## config.mk

```make
export PLATFORM = sky130hd
export DESIGN_NAME = uart_tx_dev
export DESIGN_NICKNAME = d
export VERILOG_FILES = /design/src/rtl/uart_tx_dev.sv
export SDC_FILE = /design/constraint.sdc
export NUM_CORES = 1
export LEC_CHECK = 0
export CAP_MARGIN = 40
export CORE_ASPECT_RATIO = 1.75
export CORE_MARGIN = 2
export CORE_UTILIZATION = 53
export DETAILED_ROUTE_END_ITERATION = 10
export GPL_TIMING_DRIVEN = 1
export PLACE_DENSITY = 0.86
export SYNTH_ARGS = -nofsm -noshare
export SYNTH_HDL_FRONTEND = slang
export SYNTH_SLANG_ARGS = --single-unit
```

## constraint.sdc

```tcl
create_clock -name clk -period 5.07 [get_ports clk]
set_clock_uncertainty 0.2 [all_clocks]
set_input_delay 0.7605 -clock clk [delete_from_list [all_inputs] [get_ports clk]]
set_output_delay 0.7605 -clock clk [all_outputs]
set_load 0.01 [all_outputs]
```

## src/rtl/uart_tx_dev.sv

```systemverilog
// uart_tx_dev: memory-mapped 8N1 UART transmitter behind the system bridge.
//
// The CPU stores bytes into a small transmit FIFO. A frame FSM drains the
// FIFO onto txd (LSB first, one start bit, one stop bit). A level interrupt
// signals "transmitter idle and FIFO drained" so software can refill it.
//
// Ports:
//   clk    system clock
//   reset  asynchronous active-low reset
//   WE     write strobe, sampled on the rising edge of clk
//   Addr   word address; only Addr[1:0] selects a register
//   Din    write data
//   Dout   read data, combinational from Addr
//   IRQ    registered level interrupt request
//   txd    serial output, idle high
//
// Register map (Addr[1:0]):
//   0 DATA    write pushes Din[7:0]; reads 0
//   1 STATUS  {count[8:4], ovf[3], empty[2], full[1], busy[0]};
//             any write clears ovf
//   2 DIV     baud divisor [15:0], cycles per bit (minimum effective 2)
//   3 CTRL    {ie[1], en[0]}
module uart_tx_dev #(
    parameter int          FIFO_DEPTH = 4,
    parameter logic [15:0] DIV_RESET  = 16'd434
) (
    input  logic        clk,
    input  logic        reset,
    input  logic        WE,
    input  logic [29:0] Addr,
    input  logic [31:0] Din,
    output logic [31:0] Dout,
    output logic        IRQ,
    output logic        txd
);

    localparam int AW = $clog2(FIFO_DEPTH);
    localparam int CW = AW + 1;
    localparam logic [CW-1:0] DEPTH_C = CW'(FIFO_DEPTH);

    localparam logic [1:0] S_IDLE  = 2'd0;
    localparam logic [1:0] S_START = 2'd1;
    localparam logic [1:0] S_DATA  = 2'd2;
    localparam logic [1:0] S_STOP  = 2'd3;

    // Register file
    logic [15:0] div;
    logic        en;
    logic        ie;
    logic        ovf;

    // FIFO
    logic [7:0]    mem [FIFO_DEPTH];
    logic [AW-1:0] wr_ptr;
    logic [AW-1:0] rd_ptr;
    logic [CW-1:0] count;
    logic          full;
    logic          empty;

    // Frame engine
    logic [1:0]  state;
    logic [7:0]  shift;
    logic [2:0]  bit_cnt;
    logic [15:0] cyc_cnt;
    logic [15:0] period;
    logic        cyc_last;
    logic        start_frame;
    logic [15:0] next_period;

    logic [1:0] sel;
    logic       wr_data;
    logic       push;
    logic       pop;
    logic       busy;

    // Only the low address bits decode and Din[31:16] carries nothing.
    logic unused_bits;
    assign unused_bits = ^{Addr[29:2], Din[31:16]};

    assign sel   = Addr[1:0];
    assign full  = (count == DEPTH_C);
    assign empty = (count == '0);
    assign busy  = (state != S_IDLE);

    assign cyc_last    = (cyc_cnt == period - 16'd1);
    assign next_period = (div < 16'd2) ? 16'd2 : div;

    // A new frame starts from IDLE, or straight out of the last STOP cycle so
    // back-to-back frames have no idle gap.
    assign start_frame = en && !empty &&
                         ((state == S_IDLE) || (state == S_STOP && cyc_last));
    assign pop = start_frame;

    // A simultaneous pop frees a slot, so a push into a full FIFO still lands.
    assign wr_data = WE && (sel == 2'd0);
    assign push    = wr_data && (!full || pop);

    always_ff @(posedge clk) begin
        if (push)
            mem[wr_ptr] <= Din[7:0];
    end

    always_ff @(posedge clk or negedge reset) begin
        if (!reset) begin
            wr_ptr <= '0;
            rd_ptr <= '0;
            count  <= '0;
        end else begin
            if (push)
                wr_ptr <= wr_ptr + AW'(1);
            if (pop)
                rd_ptr <= rd_ptr + AW'(1);
            case ({push, pop})
                2'b10:   count <= count + CW'(1);
                2'b01:   count <= count - CW'(1);
                default: ;
            endcase
        end
    end

    always_ff @(posedge clk or negedge reset) begin
        if (!reset) begin
            div <= DIV_RESET;
            en  <= 1'b0;
            ie  <= 1'b0;
            ovf <= 1'b0;
        end else begin
            if (WE) begin
                case (sel)
                    2'd1:    ovf       <= 1'b0;
                    2'd2:    div       <= Din[15:0];
                    2'd3:    {ie, en}  <= Din[1:0];
                    default: ;
                endcase
            end
            // Dropped push: full and nothing leaving this cycle.
            if (wr_data && full && !pop)
                ovf <= 1'b1;
        end
    end

    always_ff @(posedge clk or negedge reset) begin
        if (!reset) begin
            state   <= S_IDLE;
            txd     <= 1'b1;
            shift   <= '0;
            bit_cnt <= '0;
            cyc_cnt <= '0;
            period  <= 16'd2;
        end else begin
            case (state)
                S_IDLE: begin
                    txd <= 1'b1;
                    if (start_frame) begin
                        state   <= S_START;
                        shift   <= mem[rd_ptr];
                        period  <= next_period;
                        cyc_cnt <= '0;
                        txd     <= 1'b0;
                    end
                end
                S_START: begin
                    if (cyc_last) begin
                        state   <= S_DATA;
                        cyc_cnt <= '0;
                        bit_cnt <= '0;
                        txd     <= shift[0];
                    end else begin
                        cyc_cnt <= cyc_cnt + 16'd1;
                    end
                end
                S_DATA: begin
                    if (cyc_last) begin
                        cyc_cnt <= '0;
                        if (bit_cnt == 3'd7) begin
                            state <= S_STOP;
                            txd   <= 1'b1;
                        end else begin
                            bit_cnt <= bit_cnt + 3'd1;
                            shift   <= shift >> 1;
                            txd     <= shift[1];
                        end
                    end else begin
                        cyc_cnt <= cyc_cnt + 16'd1;
                    end
                end
                S_STOP: begin
                    if (cyc_last) begin
                        cyc_cnt <= '0;
                        if (start_frame) begin
                            // Period is re-latched here, so a DIV write made
                            // during the previous frame applies from now on.
                            state  <= S_START;
                            shift  <= mem[rd_ptr];
                            period <= next_period;
                            txd    <= 1'b0;
                        end else begin
                            state <= S_IDLE;
                        end
                    end else begin
                        cyc_cnt <= cyc_cnt + 16'd1;
                    end
                end
                default: begin
                    state <= S_IDLE;
                    txd   <= 1'b1;
                end
            endcase
        end
    end

    always_ff @(posedge clk or negedge reset) begin
        if (!reset)
            IRQ <= 1'b0;
        else
            IRQ <= ie && en && empty && (state == S_IDLE);
    end

    always_comb begin
        Dout = '0;
        case (sel)
            2'd1:    Dout[8:0]  = {5'(count), ovf, empty, full, busy};
            2'd2:    Dout[15:0] = div;
            2'd3:    Dout[1:0]  = {ie, en};
            default: ;
        endcase
    end

endmodule

```

# Word level (Yosys, flattened, before mapping)

Memories as Yosys holds them, arrays and structs flattened.
Cells that the tools add are included.

Bits in registers: 73
ROM bits: 0
Input port bits: 65
Output and inout bits: 34
Logic and storage cells: 114
RAM bits: 32
Latch bits: 0
Memories: 1

Multiply operators: 0
Add/sub/neg operators: 7
Div/mod/pow operators: 0
Shift-type cells: 0
Bitwise logic cells: 0
Equality and inequality tests: 18
Mux-type cells: 39
Reduce and logical (&&, ||, !) cells: 34
Magnitude comparators: 1

Memory list:

| name | words | bits a word | read ports | clocked after memory_dff | wr ports | RTL line | RTL |
|---|---|---|---|---|---|---|---|
| mem  | 4     | 8           | 1          | 0                        | 1        | 53       | `logic [7:0] mem [FIFO_DEPTH];` |

Operators by type and width:

| cell                    | number |
|---|---|
| $mux W16                | 5 |
| $pmux W16 S2            | 2 |
| $mux W8                 | 4 |
| $pmux W8 S3             | 1 |
| $add A16 B1 Y16 const B | 1 |
| $eq A16 B16 Y1          | 1 |
| $lt A16 B2 Y1 const B   | 1 |
| $sub A16 B1 Y16 const B | 1 |
| $ne A2 B2 Y1 const B    | 7 |
| $pmux W7 S2             | 1 |
| $mux W1                 | 12 |
| $pmux W3 S2             | 2 |
| $reduce_and A4 Y1       | 3 |
| $reduce_bool A2 Y1      | 6 |
| $eq A2 B2 Y1 const B    | 5 |
| $logic_and A1 B1 Y1     | 10 |
| $mux W2                 | 5 |
| $mux W3                 | 3 |
| $pmux W2 S4             | 1 |
| $reduce_and A2 Y1       | 4 |
| $mux W7                 | 1 |
| $add A3 B1 Y3 const B   | 2 |
| $eq A2 B1 Y1 const B    | 3 |
| $eq A3 B3 Y1 const B    | 2 |
| other kinds (11)        | 16 |

# Longest topological paths before layout

Gate-level depths: netlist of the first run.

Word-level depth: 9
Depth in mapped cells: 12
Depth with buffers taken out: 12

# Worst setup path before layout of the first run

Ideal clock, no wire load.

Path type: flip-flop to flip-flop
Start point: reg period[0]
End point: reg count[2]
Required time: 4,750 ps
Arrival time: 3,707 ps
Buffers on the path: 0
Library setup time: 120 ps
Path slack: 1,043 ps
Stages on the path, launching flop included: 12
Clock period less this slack: 4,027 ps
Cells stage by stage: dfrtp_1 > inv_1 > ha_1 > or3b_1 > or4_2 > a21oi_1 > o221ai_2 > o41ai_2 > nand2_1 > fa_1 > or4_1 > o211a_1

Word-level cells in the longest chain between the ends: 9
Elaborated cells on any way between the ends: 11
Classes of those cells: add/sub: 1; eq/ne: 3; mux: 1; reduce/logical: 6

Ends and longest elaborated chain:

| element                                           | RTL line | RTL |
|---|---|---|
| start, declared                                   | 65       | `logic [15:0] period;` |
| start signal, assigned                            | 157      | `period <= next_period;` |
| start signal, assigned                            | 195      | `period <= next_period;` |
| $sub A16 B1 Y16 (*)                               | 85       | `assign cyc_last = (cyc_cnt == period - 16'd1);` |
| $eq A16 B16 Y1 (*)                                | 85       |  |
| $logic_and A1 B1 Y1 (*)                           | 91       | `((state == S_IDLE) \|\| (state == S_STOP && cyc_last));` |
| $logic_or A1 B1 Y1 (*)                            | 91       |  |
| $logic_and A1 B1 Y1 (*)                           | 90       | `assign start_frame = en && !empty &&` |
| $logic_or A1 B1 Y1                                | 96       | `assign push = wr_data && (!full \|\| pop);` |
| $logic_and A1 B1 Y1                               | 96       |  |
| $eq A2 B1 Y1 or $eq A2 B2 Y1 (tied branches)      | 113      | `case ({push, pop})` |
| $pmux W3 S2 or $reduce_bool A2 Y1 (tied branches) | n/a      |  |
| end signal, assigned                              | 114      | `2'b10: count <= count + CW'(1);` |
| end signal, assigned                              | 115      | `2'b01: count <= count - CW'(1);` |
| end, declared                                     | 56       | `logic [CW-1:0] count;` |

Every way passes the cells marked *; elsewhere a longest branch is shown, timed or not.
A chain may end at the register's enable or synchronous reset.

# Worst setup path after layout of the first run

Ends and elaborated chain as after synthesis.

==> run_results.csv, run 1 <==
group,metric,value,unit
status,status,"finished clean",
cells_and_area,antenna_cells,0,
yosys,yosys_warnings,0,
floorplanning,fp-row-count,49,
routing,firstDrtPassIters,7,
pwr,intPower,2.06,mW
worst_setup_path,crit_slowest_cell,"or4_2",
clock_network,cts.path.max_buffers,2,
floorplanning,dieWidth,82.0,µm
yosys,yosys_register_bits,105,
timing,final_hold_viol_count,0,
worst_setup_path,crit_required,5.10,ns
yosys,synth_xor_area_share,4.97,%
yosys,synth_top_family_by_area,"simple AND/OR/NAND/NOR gates",
clock_network,root_buffer,"clkbuf_16",
timing,worst_pin_slew,0.724,ns
yosys,synth.yosys.seq_area_share,49.6,%
worst_setup_path,max_stage_delay,0.64,ns
global_routing,grt_pass1_vias,4037,
pwr,ir_drop,0.347,mV
routing,via_per_inst,6.00,
timing,max_freq,228,MHz
worst_setup_path,cp.arrival,4.42,ns
yosys,async_flop_share,69.5,%
clock_network,cts_tree,"built",
cells_and_area,drive_above_1_share,20.3,%
global_routing,antenna_found_initial,0,
worst_setup_path,cp_max_fo,6,
worst_hold_path,hold_class,"in -> async",
timing,report.final.slew_viol_count,0,
global_routing,grt_util_all_layers,22.3,%
global_routing,grt_overflow,0,
pwr,power_frac_clock,22.9,%
routing,drtIter0Drc,306,
worst_setup_path,crit_type,"reg -> reg",
timing,rsz0062_at_grt,"false",
pwr,power_density,510,nW/µm²
yosys,synth-compound-area-share,9.63,%
timing,fin_crit,4.39,ns
floorplanning,core_area,10300,µm²
worst_setup_path,path_cells,"inv_1 > ha_1 > or3b_1 > or4_2 > a21oi_1 > o221ai_2 > o41ai_2 > buf_4 > nand2_1 > fa_1 > or4_1 > o211a_1",
clock_network,htree_levels,3,
worst_setup_path,crit_path_end_kind,"flop",
timing,slew_headroom,51.6,%
timing,period_share,86.6,%
routing,vias,3869,
timing,setup_viol,0,
yosys,synth_cell_types,71,
cells_and_area,layout.nets,598,
global_routing,grt_pass1_wl,19.5,mm
clock_network,post_cts_resize_count,0,
floorplanning,dieArea,11500,µm²
yosys,synth_fa_ha_area_share,4.57,%
yosys,synth_top_area_share,29.3,%
pwr,power.leakage,2.55,nW
yosys,synth_most_common_cell,"dfrtp_1",
yosys,synth_edf_count,32,
clock_network,numCtsBuffers,9,
routing,route.detailed.drc,0,
yosys,ys.flop_type,"dfrtp_1",
pwr,net-switching-power,1.20,mW
yosys,avgSynthCellArea,11.7,µm²
pwr,seq_power_share,40.9,%
routing,postRouteWirelength,11.9,mm
yosys,syn_inst,480,
yosys,synth_mux_area_share,11.0,%
placement,gp_congestion,0.894,
yosys,synth_simple_gate_area_share,15.2,%
clock_network,cts.hold.buffers_added,0,
routing,wl_per_cell,18.5,µm
global_routing,grt_max_degree,54,
worst_setup_path,cp-start-kind,"flop",
placement,io_buffer_count,38,
floorplanning,die_h,140,µm
cells_and_area,syn2layout_area_growth,13.6,%
pwr,p_total,3.27,mW
clock_network,post_cts_buffers,0,
yosys,syn_area,5640,µm²
pwr,sw_frac_of_total,36.8,%
floorplanning,start_util,54.7,%
clock_network,clk-insertion-delay-late,0.35,ns
timing,tns,0,ns
worst_setup_path,r2r_slack,0.68,ns
yosys,yosysTopAreaCell,"dfrtp_1",
flow_run,cap_violations,0,
clock_network,cts_sinks,105,
yosys,synth_commonest_cells,"dfrtp_1, mux2_2, edfxtp_1",
placement,hpwlAfterDp,8.59,mm
floorplanning,ioPinCount,99,
pwr,combPwrFrac,36.2,%
yosys,synth.area.top_cells,"dfrtp_1, edfxtp_1, mux2_2",
clock_network,clkTransAtPathRegs,0.08,ns
routing,ant_nets,0,
metrics by stage:
step                hold slack (ns)  std cells  worst slack [ns]  util, %  instance area [µm²]
floorplan                     0.265        495              1.04        -                 5700
global placement              0.281        627             0.911     58.5                 6020
detailed placement            0.292        629             0.795     58.9                 6070
CTS                           0.191        645             0.758     62.2                 6400
global route                  0.206        645             0.480     62.2                 6400
finish                        0.186        645             0.681     62.2                 6400
layout by cell type (no fill, tap or decap), drive strengths merged, types with 7 or more instances in the layout:
master and count:
a21oi 9, dfrtp 66, o21ai 22, edfxtp 32
and2 14, ha 19, nor2 30, dfstp 7
xnor2 21, nand3 10, inv 14, clkdlybuf4s50 37
clkbuf 9, nor3 11, nand2 29, xor2 11
mux4 8, mux2 36, nor2b 9, nor4 10
conb 16
final cells by class:
class	count	area (µm²)
Fill cell	778	3900
Tap cell	127	159
Sequential cell	105	2800
Inverter	14	52.6
Multi-Input combinational cell	340	2620
Clock inverter	7	111
Timing Repair Buffer	43	440
Clock buffer	9	225
cell families after synthesis:
logic type,count (synthesis)
AO/OA/AOI/OAI,72
XOR/XNOR,32
adder cells (fa/ha/maj),20
buffers and inverters,50
flip-flops,105
multiplexers,47
other,1
AND/OR/NAND/NOR,153
worst paths after layout:
check	start	endpoint	depth (start not counted)
worst min-delay path	reset	state[0]	2
worst max register to register	period[0]	count[2]	12
worst min register to register	ovf	ovf	1
max in group asynchronous	reset	period[1]	3
worst max-delay path	period[0]	count[2]	12
min in group clk	ovf	ovf	1
metal layers:
metal / share of wire, % / vias up / global-route usage (%)
met5: 0 / - / 0
met4: 2.4 / 0 / 9.82
met2: 57 / 125 / 41.6
met3: 3.4 / 25 / 2.45
li1: - / 1775 / -
met1: 38 / 1944 / 24.3
sequential cells by signal (all words and copies together), names as in the netlist, 2 cells and up:
| name | cells |
|---|---|
| bit_cnt | 3 |
| count | 3 |
| cyc_cnt | 16 |
| state | 2 |
| mem | 32 |
| div | 16 |
| shift | 8 |
| period | 16 |
| wr_ptr | 2 |
| rd_ptr | 2 |
critical path, delay by kind of cell, from the launching register on:
| kind | cells | cell delay [ns] |
|---|---|---|
| adders and majority gates | 2 | 0.61 |
| DFF | 1 | 0.46 |
| buffers and inverters | 2 | 0.29 |
| AOI/OAI and AO/OA | 4 | 1.01 |
| and+or+nand+nor | 4 | 1.71 |
power groups by stage:
| stage | Sequential, mW | Combinational (mW) | Clock (mW) |
|---|---|---|---|
| after detailed placement | 1.35 | 1.16 | 0 |
| final | 1.34 | 1.18 | 0.748 |
| after CTS | 1.33 | 1.18 | 0.754 |
| after global routing | 1.37 | 1.30 | 0.787 |
| after global placement | 1.33 | 1.09 | 0 |
| after floorplan | 1.24 | 0.972 | 0 |
(Power assumes the default switching activity.)
==> run 2, diff against run 1 <==
--- a/config.mk
+++ b/config.mk
@@ -11,6 +11,7 @@
 export CORE_UTILIZATION = 53
 export DETAILED_ROUTE_END_ITERATION = 10
 export GPL_TIMING_DRIVEN = 1
+export HOLD_SLACK_MARGIN = 0.05
 export PLACE_DENSITY = 0.86
 export SYNTH_ARGS = -nofsm -noshare
 export SYNTH_HDL_FRONTEND = slang
==> results of run 2 <==
The final DEF is identical to that of run 1; final timing and power are the same.
==> run 3, diff against run 2 <==
--- a/config.mk
+++ b/config.mk
@@ -7,7 +7,7 @@
 export LEC_CHECK = 0
 export CAP_MARGIN = 40
 export CORE_ASPECT_RATIO = 1.75
-export CORE_MARGIN = 2
+export CORE_MARGIN = 1
 export CORE_UTILIZATION = 53
 export DETAILED_ROUTE_END_ITERATION = 10
 export GPL_TIMING_DRIVEN = 1
==> run_results.csv, run 3 (synthesis gave the netlist of run 1 again) <==
group,metric,value,unit
status,status,"finished clean",
worst_setup_path,crit_path_end_kind,"flop",
clock_network,cts_tree,"built",
worst_setup_path,cp-start-kind,"flop",
worst_setup_path,r2r_start,"period[0]",
clock_network,cts_sinks,105,
clock_network,post_cts_resize_count,0,
worst_hold_path,hold_class,"in -> async",
placement,hpwlAfterDp,8.49,mm
floorplanning,dieArea,11100,µm²
global_routing,grt_overflow,0,
routing,vias,3808,
worst_setup_path,max_stage_delay,0.63,ns
timing,fin_crit,4.31,ns
placement,io_buffer_count,38,
routing,postRouteWirelength,11.8,mm
placement,gp_congestion,0.881,
routing,route.detailed.drc,0,
clock_network,clk-insertion-delay-late,0.35,ns
worst_setup_path,path_delay_family,"simple AND/OR/NAND/NOR gates",
routing,via_per_inst,5.91,
floorplanning,start_util,54.7,%
clock_network,clkTransAtPathRegs,0.08,ns
floorplanning,dieWidth,80.0,µm
floorplanning,ioPinCount,99,
pwr,power.leakage,2.53,nW
cells_and_area,fill_cells,793,
timing,period_share,85.0,%
floorplanning,die_h,138,µm
clock_network,root_buffer,"clkbuf_16",
clock_network,cts.path.max_buffers,2,
worst_setup_path,crit_type,"reg -> reg",
worst_setup_path,crit_required,5.11,ns
timing,tns,0,ns
cells_and_area,antenna_cells,0,
worst_setup_path,crit_path_start,"period[0]",
routing,firstDrtPassIters,4,
global_routing,grt_util_all_layers,23.0,%
clock_network,post_cts_buffers,0,
worst_setup_path,cp_max_fo,6,
timing,report.final.slew_viol_count,0,
worst_setup_path,worst-path-buf-inv,2,
worst_setup_path,path_cells,"inv_1 > ha_1 > or3b_1 > or4_2 > a21oi_1 > o221ai_2 > o41ai_2 > buf_4 > nand2_1 > fa_1 > or4_1 > o211a_1",
cells_and_area,final_cell_mix,"dfrtp_1, clkdlybuf4s50_1, mux2_2, edfxtp_1, nand2_1",
cells_and_area,final_common_cell,"dfrtp_1",
floorplanning,core_area,10300,µm²
cells_and_area,syn2layout_area_growth,12.5,%
pwr,power_density,505,nW/µm²
cells_and_area,largest-register,"mem",
timing,slew_headroom,49.5,%
cells_and_area,largest_reg_flops,32,
timing,final_hold_viol_count,0,
cells_and_area,drive_above_1_share,20.1,%
global_routing,grt_pass1_wl,19.5,mm
global_routing,grt_max_degree,42,
timing,worst_pin_slew,0.757,ns
pwr,ir_drop,0.370,mV
floorplanning,fp-row-count,49,
global_routing,antenna_found_initial,0,
global_routing,grt_pass1_vias,4068,
flow_run,cap_violations,0,
timing,fin_hold_ws,0.274,ns
routing,ant_nets,0,
worst_setup_path,crit_slowest_cell,"or4_2",
clock_network,htree_levels,3,
timing,max_freq,232,MHz
timing,setup_viol,0,
clock_network,numCtsBuffers,9,
worst_setup_path,cp.arrival,4.34,ns
timing,rsz0062_at_grt,"false",
routing,drtIter0Drc,261,
routing,wl_per_cell,18.3,µm
clock_network,cts.hold.buffers_added,0,
cells_and_area,layout.nets,597,
[run 3: cell types whose count changed in the layout (fill, tap and decap cells not counted)]
cell,before,now
buf_16,1,0
bufinv_16,1,0
clkinv_4,1,0
clkinv_8,4,2
inv_6,0,2
inv_8,0,2
[run 3: metrics by stage]
stage	utilization (%)	cells	power, mW	instance area, µm²	setup WS, ns
2_1_floorplan	-	495	2.21	5700	1.04
3_3_place_gp	58.5	627	2.42	6020	0.897
3_5_place_dp	58.6	628	2.51	6040	0.831
4_1_cts	61.6	644	3.21	6340	0.791
5_1_grt	61.6	644	3.39	6340	0.524
6_report	61.6	644	3.20	6340	0.763
[run 3: layout make-up]
cell class              instances  area, µm²  area share (%)
clock inverters                 7       80.1            1.26
flip-flops and latches        105       2800            44.1
clock buffers                   9        225            3.55
repair buffers                 42        413            6.51
inverters                      14       52.6           0.828
multi-input cells             340       2620            41.3
well taps                     127        159            2.50
[run 3: power breakdown]
group	switching [mW]	internal, mW
clock	0.344	0.352
combinational	0.592	0.575
sequential	0.255	1.09
[run 3: worst paths after layout]
kind                         endpoint  slack [ns]  cells past startpoint
hold / removal             period[14]        0.27                      1
hold reg to reg             period[1]        0.31                      2
max in group asynchronous   period[1]        3.37                      2
setup / recovery             count[2]        0.76                     12
setup reg to reg             count[2]        0.76                     12
min in group clk            period[1]        0.31                      2
[run 3: worst reg2reg max path: cells and delay by family (launching register included)]
family / cells / cell delay (ns)
AO/OA/AOI/OAI: 4 / 0.93
buffers and inverters: 2 / 0.28
flip-flops: 1 / 0.45
AND/OR/NAND/NOR: 4 / 1.71
adder cells (fa/ha/maj): 2 / 0.64
[run 3: layer usage]
layer  up-vias  GRT usage, %  share of wire (%)
li1       1774             -                  -
met1      1883          25.8                 38
met2       116          40.9                 54
met3        35          3.10                3.2
met4         0          12.3                4.4
met5         -             0                  0
